--- src/rtl/t9990_palette_ex_if.sv ---
// T9990 palette host port: pointer load, request/acknowledge access, clear status.
// The master drives the pointer and access controls; the palette block answers as slave.
interface t9990_palette_ex_if #(
    parameter int AW = 6,
    parameter int CW = 5
);
    logic          H_SET;
    logic [AW-1:0] H_ADDR;
    logic [1:0]    H_CH;
    logic          H_REQ;
    logic          H_WE;
    logic [CW:0]   H_WDATA;
    logic          H_NOINC;
    logic [CW:0]   H_RDATA;
    logic          H_ACK;
    logic          BUSY;

    modport master (
        output H_SET, H_ADDR, H_CH, H_REQ, H_WE, H_WDATA, H_NOINC,
        input  H_RDATA, H_ACK, BUSY
    );

    modport slave (
        input  H_SET, H_ADDR, H_CH, H_REQ, H_WE, H_WDATA, H_NOINC,
        output H_RDATA, H_ACK, BUSY
    );
endinterface

--- src/rtl/t9990_palette_ex.sv ---
// T9990 palette lookup: dot index to {YS,G,R,B}, host pointer port,
// power-on clear and output blanking.
module t9990_palette_ex #(
    parameter int ENTRIES   = 64,
    parameter int CW        = 5,
    parameter int PA_DELAY  = 1,
    parameter int PRI_DELAY = 3,
    localparam int AW = $clog2(ENTRIES)
) (
    input  logic          CLK,
    input  logic          RESET,
    input  logic          DCLK_EN,
    input  logic          START,
    input  logic [AW-1:0] PA,
    input  logic          PRI,
    input  logic          BLANK,
    output logic [3*CW:0] OUT,
    t9990_palette_ex_if.slave host
);
    localparam logic [1:0] ST_CLEAR  = 2'd0;
    localparam logic [1:0] ST_IDLE   = 2'd1;
    localparam logic [1:0] ST_ACCESS = 2'd2;

    localparam logic [1:0] CH_R = 2'd0;
    localparam logic [1:0] CH_G = 2'd1;
    localparam logic [1:0] CH_B = 2'd2;

    logic [CW:0]   red [ENTRIES];
    logic [CW-1:0] grn [ENTRIES];
    logic [CW-1:0] blu [ENTRIES];

    logic [1:0]    state;
    logic [AW-1:0] clr_cnt;
    logic [AW-1:0] ptr_addr, acc_addr;
    logic [1:0]    ptr_ch, acc_ch;
    logic [AW-1:0] nxt_addr;
    logic [1:0]    nxt_ch;
    logic [CW:0]   acc_wdata;
    logic          acc_we;
    logic          grant;
    logic [CW:0]   rd_mux;

    logic [AW-1:0] wa;
    logic [CW:0]   wd;
    logic [2:0]    wsel;

    logic [AW-1:0] pa_tap;
    logic [AW-1:0] ra;
    logic          pri_dl [PRI_DELAY];

    // The pixel side owns DCLK_EN cycles; host grants wait for a gap.
    assign grant      = (state == ST_IDLE) && host.H_REQ && !DCLK_EN;
    assign host.BUSY  = (state == ST_CLEAR);
    assign host.H_ACK = (state == ST_ACCESS);

    always_comb begin
        rd_mux = '0;
        case (ptr_ch)
            CH_R:    rd_mux = red[ptr_addr];
            CH_G:    rd_mux = {1'b0, grn[ptr_addr]};
            CH_B:    rd_mux = {1'b0, blu[ptr_addr]};
            default: rd_mux = '0;
        endcase
    end

    always_comb begin
        nxt_addr = ptr_addr;
        nxt_ch   = CH_R;
        case (ptr_ch)
            CH_R:    nxt_ch = CH_G;
            CH_G:    nxt_ch = CH_B;
            default: nxt_addr = ptr_addr + 1'b1;
        endcase
    end

    always_ff @(posedge CLK) begin
        if (RESET) begin
            state        <= ST_CLEAR;
            clr_cnt      <= '0;
            ptr_addr     <= '0;
            ptr_ch       <= CH_R;
            acc_addr     <= '0;
            acc_ch       <= CH_R;
            acc_we       <= 1'b0;
            acc_wdata    <= '0;
            host.H_RDATA <= '0;
        end else begin
            case (state)
                ST_CLEAR: begin
                    clr_cnt <= clr_cnt + 1'b1;
                    if (clr_cnt == AW'(ENTRIES - 1))
                        state <= ST_IDLE;
                end
                ST_IDLE:   if (grant) state <= ST_ACCESS;
                ST_ACCESS: state <= ST_IDLE;
                default:   state <= ST_CLEAR;
            endcase
            if (grant) begin
                acc_we    <= host.H_WE;
                acc_addr  <= ptr_addr;
                acc_ch    <= ptr_ch;
                acc_wdata <= host.H_WDATA;
                if (!host.H_WE)
                    host.H_RDATA <= rd_mux;
            end
            if (host.H_SET) begin
                ptr_addr <= host.H_ADDR;
                ptr_ch   <= host.H_CH;
            end else if (grant && !host.H_NOINC) begin
                ptr_addr <= nxt_addr;
                ptr_ch   <= nxt_ch;
            end
        end
    end

    // Single host/clear write port; channel 3 writes fall through to nothing.
    always_comb begin
        wa   = acc_addr;
        wd   = acc_wdata;
        wsel = 3'b000;
        if (state == ST_CLEAR) begin
            wa   = clr_cnt;
            wd   = '0;
            wsel = 3'b111;
        end else if (state == ST_ACCESS && acc_we && !RESET) begin
            case (acc_ch)
                CH_R:    wsel = 3'b001;
                CH_G:    wsel = 3'b010;
                CH_B:    wsel = 3'b100;
                default: wsel = 3'b000;
            endcase
        end
    end

    always_ff @(posedge CLK) begin
        if (wsel[0]) red[wa] <= wd;
        if (wsel[1]) grn[wa] <= wd[CW-1:0];
        if (wsel[2]) blu[wa] <= wd[CW-1:0];
    end

    generate
        if (PA_DELAY == 0) begin : g_pa_direct
            assign pa_tap = PA;
        end else begin : g_pa_line
            logic [AW-1:0] pa_dl [PA_DELAY];
            always_ff @(posedge CLK) begin
                if (RESET || START) begin
                    for (int i = 0; i < PA_DELAY; i++) pa_dl[i] <= '0;
                end else if (DCLK_EN) begin
                    pa_dl[0] <= PA;
                    for (int i = 1; i < PA_DELAY; i++) pa_dl[i] <= pa_dl[i-1];
                end
            end
            assign pa_tap = pa_dl[PA_DELAY-1];
        end
    endgenerate

    always_ff @(posedge CLK) begin
        if (RESET || START) begin
            for (int i = 0; i < PRI_DELAY; i++) pri_dl[i] <= 1'b0;
            ra <= '0;
        end else if (DCLK_EN) begin
            pri_dl[0] <= PRI;
            for (int i = 1; i < PRI_DELAY; i++) pri_dl[i] <= pri_dl[i-1];
            ra <= pa_tap;
        end
    end

    // OUT freezes across START so the line restart shows no glitch.
    always_ff @(posedge CLK) begin
        if (RESET) begin
            OUT <= '0;
        end else if (DCLK_EN && !START) begin
            if (BLANK)
                OUT <= '0;
            else
                OUT <= {red[ra][CW] | pri_dl[PRI_DELAY-1], grn[ra],
                        red[ra][CW-1:0], blu[ra]};
        end
    end
endmodule
--- src/flat_wrapper.sv ---
// flat-port wrapper written by rule: the top's interface ports become plain ports
module t9990_palette_ex_flat 
#(
    parameter int ENTRIES   = 64,
    parameter int CW        = 5,
    parameter int PA_DELAY  = 1,
    parameter int PRI_DELAY = 3,
    localparam int AW = $clog2(ENTRIES)
)
  (CLK, RESET, DCLK_EN, START, PA, PRI, BLANK, OUT, host_H_SET, host_H_ADDR, host_H_CH, host_H_REQ, host_H_WE, host_H_WDATA, host_H_NOINC, host_H_RDATA, host_H_ACK, host_BUSY);
  t9990_palette_ex_if #(.CW(CW)) host_i ();
  input  logic CLK;
  input  logic RESET;
  input  logic DCLK_EN;
  input  logic START;
  input  logic [AW-1:0] PA;
  input  logic PRI;
  input  logic BLANK;
  output logic [3*CW:0] OUT;
  input wire logic [$bits(host_i.H_SET)-1:0] host_H_SET;
  input wire logic [$bits(host_i.H_ADDR)-1:0] host_H_ADDR;
  input wire logic [$bits(host_i.H_CH)-1:0] host_H_CH;
  input wire logic [$bits(host_i.H_REQ)-1:0] host_H_REQ;
  input wire logic [$bits(host_i.H_WE)-1:0] host_H_WE;
  input wire logic [$bits(host_i.H_WDATA)-1:0] host_H_WDATA;
  input wire logic [$bits(host_i.H_NOINC)-1:0] host_H_NOINC;
  output wire logic [$bits(host_i.H_RDATA)-1:0] host_H_RDATA;
  output wire logic [$bits(host_i.H_ACK)-1:0] host_H_ACK;
  output wire logic [$bits(host_i.BUSY)-1:0] host_BUSY;
  assign host_i.H_SET = host_H_SET;
  assign host_i.H_ADDR = host_H_ADDR;
  assign host_i.H_CH = host_H_CH;
  assign host_i.H_REQ = host_H_REQ;
  assign host_i.H_WE = host_H_WE;
  assign host_i.H_WDATA = host_H_WDATA;
  assign host_i.H_NOINC = host_H_NOINC;
  assign host_H_RDATA = host_i.H_RDATA;
  assign host_H_ACK = host_i.H_ACK;
  assign host_BUSY = host_i.BUSY;
  t9990_palette_ex #(.ENTRIES(ENTRIES), .CW(CW), .PA_DELAY(PA_DELAY), .PRI_DELAY(PRI_DELAY)) u_core (.CLK(CLK), .RESET(RESET), .DCLK_EN(DCLK_EN), .START(START), .PA(PA), .PRI(PRI), .BLANK(BLANK), .OUT(OUT), .host(host_i));
endmodule
--- config.mk ---
export PLATFORM = sky130hd
export DESIGN_NAME = t9990_palette_ex_flat
export DESIGN_NICKNAME = d
export VERILOG_FILES = /design/src/rtl/t9990_palette_ex_if.sv /design/src/rtl/t9990_palette_ex.sv /design/src/flat_wrapper.sv
export SDC_FILE = /design/constraint.sdc
export NUM_CORES = 1
export LEC_CHECK = 0
export BUFFER_PORTS_ARGS = -buffer_cell sky130_fd_sc_hd__clkbuf_2
export CAP_MARGIN = 20
export CORE_MARGIN = 1.5
export CORE_UTILIZATION = 60
export DETAILED_ROUTE_END_ITERATION = 12
export GPL_ROUTABILITY_DRIVEN = 0
export PLACE_DENSITY = 0.76
export SETUP_SLACK_MARGIN = 0.3
export SYNTH_ARGS = -nofsm -noshare
export SYNTH_HDL_FRONTEND = slang
export SYNTH_SLANG_ARGS = --single-unit
--- constraint.sdc ---
create_clock -name CLK -period 5.6 [get_ports CLK]
set_input_delay 0.84 -clock CLK [delete_from_list [all_inputs] [get_ports CLK]]
set_output_delay 0.84 -clock CLK [all_outputs]
set_load 0.03 [all_outputs]
==> results_dict.tcl, run 1 <==
set metrics [dict create \
    grt_first_pass_wirelength_um 211000 \
    relSlewSlack_pct 29.1 \
    synthAdderAreaFrac_pct 0.0492 \
    drive_gt1_share_pct 31.6 \
    yosysSeqAreaShare_pct 63.6 \
    crit_path_end_kind "flop" \
    async_flop_share_pct 0 \
    status "finished clean" \
    p_total_mw 17.4 \
    cts_tree "done" \
    syn_inst 2717 \
    worst_slew_pin_slew_ns 1.06 \
    rsz0062_at_grt "no" \
    clk_latency_ns 0.69 \
    power_density_nw_per_um2 311 \
    setup.worst_path.end "u_core.red[53][2]" \
    period_minus_slack_ns 3.72 \
    die_x_um 294 \
    numClockSinks 1098 \
    via_count 30096 \
    hold_viol 0 \
    required_ns 5.91 \
    r2r_end "u_core.red[53][2]" \
    final_core_util_pct 66.9 \
    drtIter0Drc 5094 \
    ys_ff_latch 1098 \
    clock_skew_ns 0.0277 \
    die_area_sq_um 86500 \
    rows 106 \
    hold_buffers 0 \
    pin_count 54 \
    maxCapViolCount 0 \
    min_path_type "in -> reg" \
    crit_path_max_fanout 20 \
    setup_tns_ns 0 \
    grt-ovfl-total 0 \
    regToRegSetupSlack_ns 1.88 \
    synth_top_family_by_area "multiplexers" \
    synthToLayoutAreaGrowth_pct 10.2 \
    hold_slack_ns 0.412 \
    start_kind "flop" \
    fin_crit_sh_pct 66.5 \
    synth.avg_cell_area_sq_um 18.7 \
    place_area_sq_um 52300 \
    grt_use_total_pct 34.6 \
    ctsResizeCount 0 \
    grt_max_degree 177 \
    slew_violations 0 \
    pre_cts_slack_ns 1.93 \
    fin_cells 3967 \
    worst_r2r_path_depth 6 \
    die_y_um 294 \
    r2r_start "u_core.state[1]" \
    synth_edf_count 1033 \
    grt_pass1_vias 29992 \
    fin_area_sq_um 56000 \
    nets 2771 \
    fmax_mhz 269 \
    fin_ws_ns 1.88 \
    avgViaCountPerCell 7.59 \
    io_buffer_count 53 \
    core_area_sq_um 83800 \
    p_leak_nw 14.1 \
    wl_per_cell_um 36.9 \
    drcViolationCount 0 \
    synth-compound-area-share_pct 3.50 \
    ys.flop_type "edfxtp_1" \
    drtPass1Iterations 9 \
    crit_arrival_ns 4.03 \
    initial_core_util_pct 60.7 \
    synth-simple-area-share_pct 4.37 \
    worstSetupPathType "reg -> reg" \
    ant_nets 0 \
    synthMuxAreaShare_pct 26.3 \
    cts_setup_buffers 0 \
    cts_root_buf "clkbuf_16" \
    synth_nets 2749 \
    final-setup-viol-count 0 \
    synth-xor-area-share_pct 0.172 \
    syn-cell-area_sq_um 50900 \
    finalWirelength_um 147000 \
    place_inst 3762 \
    dpl.hpwl_um 94800 \
    crit_path_start "u_core.state[1]" \
    cts_made_buffers 108 \
    vdd_drop_max_mv 0.331 \
    clk_path_buf_depth 3 \
    yosysUniqueCellTypes 60 \
    path_clk_slew_ns 0.06 \
    antenna_found_initial 9 \
    htreeDepth 3 \
    synth_warnings 0 \
]
## layout by cell type, fill, tap and decap left out, types with 23 or more instances in the layout
cell type	netlist	layout
clkinv_2	0	24
nand2_1	135	133
edfxtp_1	1033	1033
a21oi_1	53	53
dfxtp_1	65	56
nor2_1	238	237
clkbuf_16	0	112
o22ai_1	27	27
a22oi_1	39	39
mux4_2	561	561
mux2i_1	60	60
a22o_1	26	26
clkbuf_2	0	54
nand3_1	23	23
buf_4	31	46
## cell families after synthesis
family,Yosys count
AOI/OAI and AO/OA,257
xor gates and xnor gates,10
adders and majority gates,2
buffers and inverters,215
DFF,1098
muxes,632
and+or+nand+nor,503
## flip-flops by register name (all words and copies together), names as in the netlist, 16 cells and up, named ones only
name / flops
u_core.red: 384
u_core.blu: 320
u_core.OUT: 16
u_core.grn: 320
## worst max-delay path: stages, from the launching register on
cell and delay (ns):
dfxtp_1 0.39, or2_2 0.45, inv_1 0.50, mux2i_1 0.36, nor2_1 0.37, nand2_1 0.61
nor2_1 0.67
## layout make-up
class                      instances  area (sq um)
clock buffer                     138          2960
tap                             1134          1420
inverter                          11          41.3
sequential                      1098         32300
timing repair buffer             116           936
clock inverter                    63           803
antenna                            3          7.51
fill                            5386         27800
multi-input combinational       1404         17500
## cell usage after synthesis (12+ instances only)
library cell | instances | area share (%)
a22o_1 | 26 | 0.45
buf_2 | 53 | 0.52
dfxtp_1 | 65 | 2.6
a21oi_1 | 53 | 0.52
mux2i_1 | 60 | 1.2
a221oi_1 | 12 | 0.21
a22oi_1 | 39 | 0.58
nand2_1 | 135 | 1.0
buf_1 | 25 | 0.18
and3_1 | 15 | 0.18
a211oi_1 | 15 | 0.22
buf_4 | 31 | 0.46
edfxtp_1 | 1033 | 61
o21ai_1 | 15 | 0.15
nand3_1 | 23 | 0.23
o21ai_0 | 13 | 0.13
o22ai_1 | 27 | 0.33
nor2b_1 | 13 | 0.16
mux4_2 | 561 | 25
nor2_1 | 238 | 1.8
clkbuf_1 | 85 | 0.63
and2_1 | 12 | 0.15
## worst min-delay path by stage
stage,startpoint,end,depth (start not counted)
detailed placement,u_core.g_pa_line.pa_dl[0][5],u_core.ra[5],1
finish,host_H_WDATA[0],u_core.acc_wdata[0],3
floorplan,u_core.acc_wdata[0],u_core.acc_wdata[0],2
global placement,u_core.g_pa_line.pa_dl[0][0],u_core.ra[0],1
CTS,host_H_WDATA[1],u_core.acc_wdata[1],3
global route,host_H_WDATA[4],u_core.acc_wdata[4],3
## report_power, final
| part | switching (mW) | internal, mW | leakage (nW) |
|---|---|---|---|
| Combinational | 0.514 | 0.294 | 4.20 |
| Clock | 3.16 | 4.49 | 1.84 |
| Sequential | 0.0805 | 8.91 | 8.02 |
## layer usage
layer  up-vias  GRT usage [%]  wire (um)
li1      11527              -          -
met1     15618           46.1      50000
met2      2517           52.3      68000
met3       416           12.1      21000
met4        18           14.7       7240
met5         -              0        276
Note: power is estimated with default switching activity, not from simulation.
==> run 2, diff against run 1 <==
==> constraint.sdc (replaced) <==
create_clock -name CLK -period 3.7 [get_ports CLK]
set_input_delay 0.555 -clock CLK [delete_from_list [all_inputs] [get_ports CLK]]
set_output_delay 0.555 -clock CLK [all_outputs]
set_load 0.03 [all_outputs]
==> results_dict.tcl, run 2 (synthesis gave the netlist of run 1 again) <==
set metrics [dict create \
    status "finished clean" \
    crit_chain "or2_2 > inv_1 > buf_4 > mux2i_1 > nor2_1 > nand2_1 > nor2_1" \
    synthToLayoutAreaGrowth_pct 11.5 \
    cp_slowest_cell "nor2_1" \
    grt_use_total_pct 34.7 \
    drcViolationCount 0 \
    ctsResizeCount 0 \
    worst_r2r_path_depth 7 \
    slew_violations 0 \
    period_minus_slack_ns 3.39 \
    cts_made_buffers 110 \
    initial_core_util_pct 60.7 \
    relSlewSlack_pct 29.0 \
    hold_buffers 0 \
    grt-ovfl-total 0 \
    fmax_mhz 295 \
    rsz0062_at_grt "yes" \
    die_area_sq_um 86500 \
    wl_met3_um 21300 \
    clk_latency_ns 0.70 \
    finalWirelength_um 147000 \
    switching_share_pct 22.0 \
    worst_slew_pin_slew_ns 1.06 \
    via_count 30359 \
    pre_cts_slack_ns 0.374 \
    start_kind "flop" \
    dpl.hpwl_um 101000 \
    reg_top3 "u_core.red: 384 flops, u_core.blu: 320 flops, u_core.grn: 320 flops" \
    nets 2852 \
    cts_setup_buffers 0 \
    crit_path_end_kind "flop" \
    clkPwrFrac_pct 43.2 \
    avgViaCountPerCell 7.49 \
    antenna_found_initial 5 \
    cts_root_buf "clkbuf_16" \
    clock_skew_ns 0.0358 \
    die_y_um 294 \
    path_clk_slew_ns 0.07 \
    required_ns 4.03 \
    maxCapViolCount 0 \
    comb_power_share_pct 4.9 \
    pin_count 54 \
    drive_gt1_share_pct 33.6 \
    vdd_drop_max_mv 0.519 \
    critPathMaxStageDelay_ns 0.73 \
    fin_crit_sh_pct 91.5 \
    grt_first_pass_wirelength_um 212000 \
    drtIter0Drc 4793 \
    most-common-layout-cells "edfxtp_1, mux4_2, nor2_1" \
    crit_arrival_ns 3.71 \
    met2_length_um 68400 \
    largest_reg_flops 384 \
    topRoutingLayerUsed "met5" \
    crit_path_max_fanout 19 \
    seqPwrFrac_pct 51.8 \
    rows 106 \
    hold_viol 0 \
    io_buffer_count 53 \
    grt_pass1_vias 30168 \
    grt_max_degree 113 \
    worstSetupPathType "reg -> reg" \
    drtPass1Iterations 9 \
    fin_ws_ns 0.313 \
    final_common_cell "edfxtp_1" \
    min_path_type "in -> reg" \
    largest-register "u_core.red" \
    core_area_sq_um 83800 \
    htreeDepth 3 \
    setup_tns_ns 0 \
    die_x_um 294 \
    clk_path_buf_depth 3 \
    cp_common_cell "nor2_1" \
    cellInternalPower_mw 20.4 \
    ant_nets 0 \
    min_path_cells 3 \
    cts_tree "done" \
    final-setup-viol-count 0 \
    numClockSinks 1098 \
    p_leak_nw 14.4 \
    power.switching_mw 5.77 \
    drt-met1-wl_um 49300 \
    power_density_nw_per_um2 462 \
    wl_per_cell_um 36.2 \
]
-- run 2: cell types whose count changed in the layout (fill, tap and decap cells not counted), moves of 3 or more --
| cell | before | now |
|---|---|---|
| clkinvlp_4 | 5 | 11 |
| clkbuf_8 | 6 | 2 |
| clkinv_1 | 10 | 18 |
| clkinv_4 | 2 | 5 |
| a211oi_1 | 15 | 12 |
| bufinv_16 | 16 | 12 |
| clkbuf_1 | 20 | 16 |
| buf_12 | 16 | 29 |
| buf_4 | 46 | 113 |
| a211oi_2 | 0 | 3 |
-- run 2: final cells by class --
| class | count | area [sq um] |
|---|---|---|
| Sequential cell | 1098 | 32300 |
| Inverter | 11 | 41.3 |
| Timing Repair Buffer | 195 | 1690 |
| Multi-Input combinational cell | 1404 | 17600 |
| Clock buffer | 131 | 2920 |
| Antenna cell | 3 | 7.51 |
| Clock inverter | 77 | 739 |
| Fill cell | 5330 | 27100 |
| Tap cell | 1134 | 1420 |
-- run 2: power by group through the flow --
stage	combinational (mW)	sequential (mW)	clock (mW)
floorplan	0.790	13.8	0
global placement	1.24	13.8	0
detailed placement	1.25	13.9	0
CTS	1.25	13.6	11.4
global route	1.32	13.6	11.8
finish	1.29	13.6	11.3
-- run 2: through the flow --
stage | instances | util, % | area [sq um] | total power, mW | hold slack (ns)
2_1_floorplan | 2717 | - | 50900 | 14.6 | 0.432
3_3_place_gp | 3841 | 63.2 | 53000 | 15.1 | 0.453
3_5_place_dp | 3841 | 63.3 | 53000 | 15.1 | 0.455
4_1_cts | 4049 | 67.6 | 56700 | 26.2 | 0.0787
5_1_grt | 4051 | 67.7 | 56700 | 26.8 | 0.121
6_report | 4053 | 67.7 | 56700 | 26.2 | 0.111
-- run 2: worst paths after layout --
path,from,endpoint,slack (ns)
worst min register to register,u_core.acc_wdata[1],u_core.acc_wdata[1],0.46
worst min-delay path,host_H_CH[1],u_core.ptr_ch[1],0.11
worst max register to register,u_core.state[1],u_core.red[55][2],0.31
worst max-delay path,u_core.state[1],u_core.red[55][2],0.31
-- run 2: worst max-delay path, delay by kind of cell (launching register included) --
family	cells	cell delay (ns)
AND/OR/NAND/NOR	4	1.89
flip-flops	1	0.49
buffers and inverters	2	0.37
multiplexers	1	0.27
-- run 2: layer usage --
metal  track usage [%]  vias to the layer above
li1                  -                    11716
met1              46.5                    15591
met2              53.1                     2605
met3              10.2                      443
met4              16.6                        4
met5                 0                        -
